[src/rtl/cpu_pkg.sv]
`default_nettype none
// ============================================================================
//  Module      : cpu_pkg
//  Description : Shared widths, memory-stage state encoding and pipeline
//                constants for the 16-bit 5-stage pipelined cpu.
//  Revision    : 1.0 - initial release
// ============================================================================
package cpu_pkg;

  localparam int CPU_DW          = 16;   // datapath / address width
  localparam int CPU_RW          = 4;    // register specifier width
  localparam int CPU_ACK_TIMEOUT = 255;  // dmem_ack wait limit in cycles

  // Memory access controller states
  typedef enum logic [1:0] {
    MEM_IDLE   = 2'd0,
    MEM_BUSY   = 2'd1,
    MEM_HALTED = 2'd2
  } mem_state_e;

  // A bubble retires an all-zero instruction word with all strobes low
  localparam logic [15:0] BUBBLE_INSTR = 16'h0000;

  // Opcode field (instr[15:12]) of the HLT instruction
  localparam logic [3:0]  OPC_HLT      = 4'hF;

endpackage
`default_nettype wire

[src/rtl/mem_access_fsm.sv]
`default_nettype none
// ============================================================================
//  Module      : mem_access_fsm
//  Description : Memory-stage controller. Runs the req/ack handshake with the
//                data memory, stalls the upstream pipe while an access is
//                outstanding, flags ack timeouts and tracks the halted state.
//  Revision    : 1.0 - initial release
// ============================================================================
module mem_access_fsm
  import cpu_pkg::*;
#(
  parameter int DW          = CPU_DW,
  parameter int ACK_TIMEOUT = CPU_ACK_TIMEOUT
) (
  input  logic          clk,
  input  logic          rst_n,
  input  logic          ex_valid,
  input  logic          ex_memread,
  input  logic          ex_memwrt,
  input  logic          ex_hlt,
  input  logic [DW-1:0] ex_alu,
  input  logic [DW-1:0] ex_st_data,
  input  logic          dmem_ack,
  output logic          mem_stall,
  output logic          dmem_req,
  output logic          dmem_wr,
  output logic [DW-1:0] dmem_addr,
  output logic [DW-1:0] dmem_wdata,
  output logic          dmem_err,
  output logic          retire,      // load a real instruction into WB this edge
  output logic          halt_enter   // the instruction retiring this edge is HLT
);

  localparam logic [7:0] TIMEOUT_CNT = 8'(ACK_TIMEOUT);

  mem_state_e state_q, state_d;
  logic [7:0] wait_cnt_q, wait_cnt_d;
  logic       err_q, err_d;
  logic       req, stall, memop;

  assign memop = ex_valid & (ex_memread | ex_memwrt);

  // State, wait counter and sticky timeout flag
  always_ff @(posedge clk or negedge rst_n) begin
    if (!rst_n) begin
      state_q    <= MEM_IDLE;
      wait_cnt_q <= 8'd0;
      err_q      <= 1'b0;
    end else begin
      state_q    <= state_d;
      wait_cnt_q <= wait_cnt_d;
      err_q      <= err_d;
    end
  end

  // Next state, handshake and stall decode; ack is only honoured in BUSY
  always_comb begin
    state_d    = state_q;
    wait_cnt_d = wait_cnt_q;
    err_d      = err_q;
    req        = 1'b0;
    stall      = 1'b0;
    retire     = 1'b0;
    halt_enter = 1'b0;
    case (state_q)
      MEM_IDLE: begin
        if (ex_valid) begin
          if (ex_hlt) begin
            retire     = 1'b1;
            halt_enter = 1'b1;
            state_d    = MEM_HALTED;
          end else if (memop) begin
            req        = 1'b1;
            stall      = 1'b1;
            wait_cnt_d = 8'd0;
            state_d    = MEM_BUSY;
          end else begin
            retire = 1'b1;
          end
        end
      end
      MEM_BUSY: begin
        req = 1'b1;
        if (dmem_ack) begin
          retire  = 1'b1;
          state_d = MEM_IDLE;
        end else begin
          stall = 1'b1;
          // Saturate so a very long wait can never re-arm the comparison
          if (wait_cnt_q != 8'hFF) wait_cnt_d = wait_cnt_q + 8'd1;
          if (wait_cnt_q + 8'd1 == TIMEOUT_CNT) err_d = 1'b1;
        end
      end
      MEM_HALTED: begin
        state_d = MEM_HALTED;
      end
      default: begin
        state_d = MEM_IDLE;
      end
    endcase
  end

  // Request fields come straight from the EX/MEM bundle, which upstream
  // holds frozen while we stall; reset forces every output low at once.
  assign dmem_req   = req & rst_n;
  assign mem_stall  = stall & rst_n;
  assign dmem_wr    = dmem_req & ex_memwrt;
  assign dmem_addr  = dmem_req ? ex_alu : '0;
  assign dmem_wdata = dmem_req ? ex_st_data : '0;
  assign dmem_err   = err_q;

endmodule
`default_nettype wire

[src/rtl/mem_wb_stage.sv]
`default_nettype none
// ============================================================================
//  Module      : mem_wb_stage
//  Description : Memory stage plus MEM/WB pipeline register. Performs loads
//                and stores over a multi-cycle req/ack port and presents the
//                registered write-back bundle and retired-instruction count.
//  Revision    : 1.0 - initial release
// ============================================================================
module mem_wb_stage
  import cpu_pkg::*;
#(
  parameter int DW          = CPU_DW,
  parameter int RW          = CPU_RW,
  parameter int ACK_TIMEOUT = CPU_ACK_TIMEOUT
) (
  input  logic          clk,
  input  logic          rst_n,
  input  logic          ex_valid,
  input  logic [15:0]   ex_instr,
  input  logic          ex_regwrt,
  input  logic [RW-1:0] ex_rd,
  input  logic [DW-1:0] ex_alu,
  input  logic          ex_memread,
  input  logic          ex_memwrt,
  input  logic [DW-1:0] ex_st_data,
  input  logic          ex_hlt,
  output logic          mem_stall,
  output logic          dmem_req,
  output logic          dmem_wr,
  output logic [DW-1:0] dmem_addr,
  output logic [DW-1:0] dmem_wdata,
  input  logic [DW-1:0] dmem_rdata,
  input  logic          dmem_ack,
  output logic [15:0]   Instr_WB,
  output logic          RegWrt_WB,
  output logic [RW-1:0] Rd_WB,
  output logic [DW-1:0] RegWrt_Data_WB,
  output logic          MemRead_WB,
  output logic          MemWrt_WB,
  output logic [DW-1:0] MemAddr_WB,
  output logic [DW-1:0] MemWrt_Data_WB,
  output logic [DW-1:0] MemRead_Data_WB,
  output logic          hlt,
  output logic [31:0]   inst_count,
  output logic          dmem_err
);

  logic retire, halt_enter, is_read, is_write;

  logic [15:0]   instr_q, instr_d;
  logic          regwrt_q, regwrt_d;
  logic [RW-1:0] rd_q, rd_d;
  logic [DW-1:0] regdata_q, regdata_d;
  logic          memread_q, memread_d;
  logic          memwrt_q, memwrt_d;
  logic [DW-1:0] addr_q, addr_d;
  logic [DW-1:0] wdata_q, wdata_d;
  logic [DW-1:0] rdata_q, rdata_d;
  logic          hlt_q, hlt_d;
  logic [31:0]   cnt_q, cnt_d;

  mem_access_fsm #(
    .DW          (DW),
    .ACK_TIMEOUT (ACK_TIMEOUT)
  ) u_fsm (
    .clk        (clk),
    .rst_n      (rst_n),
    .ex_valid   (ex_valid),
    .ex_memread (ex_memread),
    .ex_memwrt  (ex_memwrt),
    .ex_hlt     (ex_hlt),
    .ex_alu     (ex_alu),
    .ex_st_data (ex_st_data),
    .dmem_ack   (dmem_ack),
    .mem_stall  (mem_stall),
    .dmem_req   (dmem_req),
    .dmem_wr    (dmem_wr),
    .dmem_addr  (dmem_addr),
    .dmem_wdata (dmem_wdata),
    .dmem_err   (dmem_err),
    .retire     (retire),
    .halt_enter (halt_enter)
  );

  // A combined read+write request is treated as a write
  assign is_write = ex_memwrt;
  assign is_read  = ex_memread & ~ex_memwrt;

  // Next WB bundle: retiring instruction, or a bubble that holds the data
  always_comb begin
    instr_d   = BUBBLE_INSTR;
    regwrt_d  = 1'b0;
    memread_d = 1'b0;
    memwrt_d  = 1'b0;
    rd_d      = rd_q;
    regdata_d = regdata_q;
    addr_d    = addr_q;
    wdata_d   = wdata_q;
    rdata_d   = rdata_q;
    hlt_d     = hlt_q | halt_enter;
    cnt_d     = cnt_q;
    if (retire) begin
      instr_d   = ex_instr;
      regwrt_d  = ex_regwrt;
      rd_d      = ex_rd;
      memread_d = is_read;
      memwrt_d  = is_write;
      regdata_d = is_read ? dmem_rdata : ex_alu;
      addr_d    = ex_alu;
      wdata_d   = is_write ? ex_st_data : '0;
      rdata_d   = is_read ? dmem_rdata : '0;
      if (ex_regwrt | is_write | halt_enter) cnt_d = cnt_q + 32'd1;
    end
  end

  // MEM/WB pipeline register and retired-instruction counter
  always_ff @(posedge clk or negedge rst_n) begin
    if (!rst_n) begin
      instr_q   <= '0;
      regwrt_q  <= 1'b0;
      rd_q      <= '0;
      regdata_q <= '0;
      memread_q <= 1'b0;
      memwrt_q  <= 1'b0;
      addr_q    <= '0;
      wdata_q   <= '0;
      rdata_q   <= '0;
      hlt_q     <= 1'b0;
      cnt_q     <= '0;
    end else begin
      instr_q   <= instr_d;
      regwrt_q  <= regwrt_d;
      rd_q      <= rd_d;
      regdata_q <= regdata_d;
      memread_q <= memread_d;
      memwrt_q  <= memwrt_d;
      addr_q    <= addr_d;
      wdata_q   <= wdata_d;
      rdata_q   <= rdata_d;
      hlt_q     <= hlt_d;
      cnt_q     <= cnt_d;
    end
  end

  assign Instr_WB        = instr_q;
  assign RegWrt_WB       = regwrt_q;
  assign Rd_WB           = rd_q;
  assign RegWrt_Data_WB  = regdata_q;
  assign MemRead_WB      = memread_q;
  assign MemWrt_WB       = memwrt_q;
  assign MemAddr_WB      = addr_q;
  assign MemWrt_Data_WB  = wdata_q;
  assign MemRead_Data_WB = rdata_q;
  assign hlt             = hlt_q;
  assign inst_count      = cnt_q;

endmodule
`default_nettype wire

[config.mk]
export PLATFORM = sky130hd
export DESIGN_NAME = mem_wb_stage
export DESIGN_NICKNAME = d
export VERILOG_FILES = /design/src/rtl/cpu_pkg.sv /design/src/rtl/mem_access_fsm.sv /design/src/rtl/mem_wb_stage.sv
export SDC_FILE = /design/constraint.sdc
export NUM_CORES = 1
export LEC_CHECK = 0
export BUFFER_PORTS_ARGS = -buffer_cell sky130_fd_sc_hd__buf_2
export CAP_MARGIN = 10
export CORE_ASPECT_RATIO = 1.25
export CORE_MARGIN = 2
export CORE_UTILIZATION = 50
export DETAILED_ROUTE_END_ITERATION = 7
export GPL_TIMING_DRIVEN = 0
export PLACE_DENSITY_LB_ADDON = 0.1
export SLEW_MARGIN = 0
export SYNTH_ARGS = -nofsm -noshare
export SYNTH_HDL_FRONTEND = slang
export SYNTH_HIERARCHICAL = 1
export SYNTH_SLANG_ARGS = --single-unit
[constraint.sdc]
create_clock -name clk -period 4.3 [get_ports clk]
set_input_delay 0.43 -clock clk [delete_from_list [all_inputs] [get_ports clk]]
set_output_delay 0.43 -clock clk [all_outputs]
set_load 0.005 [all_outputs]
==> impl_metrics.toml <==
[route]
num_vias = 5101
drc_errors = 0
vias_per_cell = 5.158
wl_per_cell_um = 15.94
final_antenna_net_count = 0
drt_iter0_drc = 165
postRouteWirelength_um = 15760
drtPass1Iterations = 5

[die]
initial_core_util_pct = 51.10
die_h_um = 125.8
die_area_um2 = 12760
row_count = 44
fp.dieW_um = 101.5
core_area_um2 = 11620
io_pins = 232

[critical_path]
rr_startpoint = "u_fsm/state_q[0]"
startpoint_type = "input pin"
reg2reg_depth = 8
r2r_setup_slack_ns = 1.69
crit_path_end_kind = "output pin"
cp.required_ns = 3.87
path_max_fanout = 55
worstPathArrival_ns = 2.77
crit_type = "in2out"
reg2reg_to = "RegWrt_Data_WB[11]"
crit_start = "rst_n"

[clock_network]
clk_latency_ns = 0.41
numCtsBuffers = 17
numClockSinks = 131
htreeDepth = 4
clk_pin_slew_ns = 0.05
cts_buffer_depth = 2
cts_root_buf = "clkbuf_16"
cts_tree = "built"

[cells_and_area]
fillers = 924
seq_area_um2 = 3278
antenna_cells = 0
nNetsFinal = 894
stdcell_count = 989
multiInputGateArea_um2 = 2369
syn2layout_area_growth_pct = 34.15
layout-drive-gt1-share_pct = 38.53

[power_and_ir_drop]
powerDensity_nw_per_um2 = 514.3
power_leakage_nw = 4.179
power_w = 0.004095
vdd_ir_drop_max_mv = 0.3052

[yosys]
ys_seq_elements = 131
synth_fp_nets = 642
synth_area_um2 = 5936
synth_flop_cell = "dfrtp_1"
synth-edff-count = 0
syn_inst = 563
yosysTopAreaCellShare_pct = 55.23
ys_seq_area_share_pct = 55.23
yosys_warnings = 6
synth_area_leaders = "dfrtp_1 (55%), and2_1 (5.8%), mux2_2 (4.2%)"
netlist-cell-type-count = 56
syn_area_per_cell_um2 = 10.54
netlist.top_cell.by_area = "dfrtp_1"
async_flop_share_pct = 100.0

[grt]
grt_max_degree = 80
grt_pass1_vias = 5167
grt_pass1_wl_um = 25990
grt_usage_pct = 25.94
gr-total-overflow = 0
antenna_found_initial = 0

[hold_path]
holdPathStages = 2
min_from = "ex_instr[11]"
hp-class = "in2reg"
min_to = "Instr_WB[11]"

[placement]
placed_cells = 956
gp_congestion = 0.8506
dp_hpwl_um = 11690
numPortBuffers = 231

[sta]
setup_violations = 0
rsz0062_at_grt = "no"
fmax_mhz = 312.6
post-route-min-period_ns = 3.198
worstMarginPinSlew_ns = 0.6668
slew_viol_final = 0
max_slew_margin_pct = 55.35
fin_crit_sh_pct = 74.38
finClkSkew_ns = 0.005083
hold_viol_final = 0

[job]
max-cap-violations = 0

[status]
status = "complete, no violations"
## registers in the layout, summed over array words and instances, names as in the netlist, 2 cells and up
register / cells
inst_count: 32
Instr_WB: 16
MemAddr_WB: 16
MemRead_Data_WB: 16
MemWrt_Data_WB: 16
RegWrt_Data_WB: 16
u_fsm/wait_cnt_q: 8
Rd_WB: 4
u_fsm/state_q: 2
## cell usage in the layout, fill, tap and decap left out, types with 9 or more instances in the layout
cell type and instances:
nor3_1 10, mux2_2 22, clkbuf_16 17, clkbuf_1 18, nand2_1 60, nor2_1 24
buf_2 236, dfrtp_1 131, nor4_1 9, inv_1 37, xor2_1 20, and2_1 55
nand4_1 11, nand3_1 29, xnor2_1 12, a31oi_1 17, o21ai_0 35
## cell usage after synthesis, drive strengths merged, types with 9 or more instances
library cell and count:
dfrtp 131, nand2 60, and2 55, inv 37, o21ai 35, nand3 29, nor2 26, mux2 22
xor2 20, a31oi 18, clkbuf 17, nand4 15, buf 13, xnor2 12, nor3 11, nor4 10
and3 9
## critical path, cell delays in order
cell,delay (ns)
dlygate4sd3_1,0.54
buf_6,0.43
nor3b_2,0.66
clkbuf_1,0.40
and2_1,0.18
buf_2,0.11
## how the worst max path moves through the flow
stage,depth (start not counted),endpoint,slack (ns)
floorplan,8,RegWrt_Data_WB[10],2.22
global placement,5,dmem_addr[2],-0.31
detailed placement,9,RegWrt_Data_WB[8],1.39
CTS,6,dmem_addr[1],1.01
global route,6,dmem_addr[7],0.85
finish,6,dmem_addr[1],1.10
## layer usage
| metal | GRT usage [%] | up-vias | wire [um] |
|---|---|---|---|
| met5 | 0 | - | 0 |
| met4 | 9.618 | 0 | 367 |
| met3 | 8.047 | 32 | 1053 |
| met2 | 43.98 | 170 | 8122 |
| met1 | 30.70 | 2484 | 6220 |
| li1 | - | 2415 | - |
## cell families (layout without fill, tap and decap cells)
family / after synthesis / count (layout) / synth area share [%]
fa+ha+maj: 3 / 3 / 0.6324
compound gates: 70 / 70 / 7.104
xor+xnor: 32 / 32 / 4.722
flops: 131 / 131 / 55.23
buf+inv: 67 / 332 / 4.869
simple gates: 237 / 237 / 23.10
mux: 23 / 23 / 4.342
## power breakdown
part	internal (W)	switching, W
Combinational	0.000425	0.000421
Clock	0.000984	0.000535
Sequential	0.00154	0.000191
## through the flow
step / cell area, um^2 / TNS, ns / setup WS [ns] / hold WS [ns] / utilization [%]
final: 7963 / 0 / 1.102 / 0.2324 / 68.55
after detailed placement: 7327 / 0 / 1.390 / 0.4217 / 63.08
after CTS: 7963 / 0 / 1.007 / 0.2183 / 68.55
after floorplan: 5936 / 0 / 2.219 / 0.1344 / -
after global routing: 7963 / 0 / 0.8528 / 0.2257 / 68.55
after global placement: 7293 / -5.877 / -0.3121 / 0.4479 / 62.79
## layout make-up
type	count	area share [%]
Clock inverter	13	2.294
Inverter	37	1.744
Timing Repair Buffer	233	15.07
Sequential cell	131	41.17
Tap cell	161	2.530
Clock buffer	19	5.563
Multi-Input combinational cell	365	29.75
Buffer	30	1.886
## repair_timing
action | 4_1_cts | 5_1_grt
hold buffers | 1 | 0
buffers inserted | 0 | 0
resized for setup | 0 | 0
endpoints found under the hold margin | 37 | 0
Note: power is estimated with default switching activity, not from simulation.
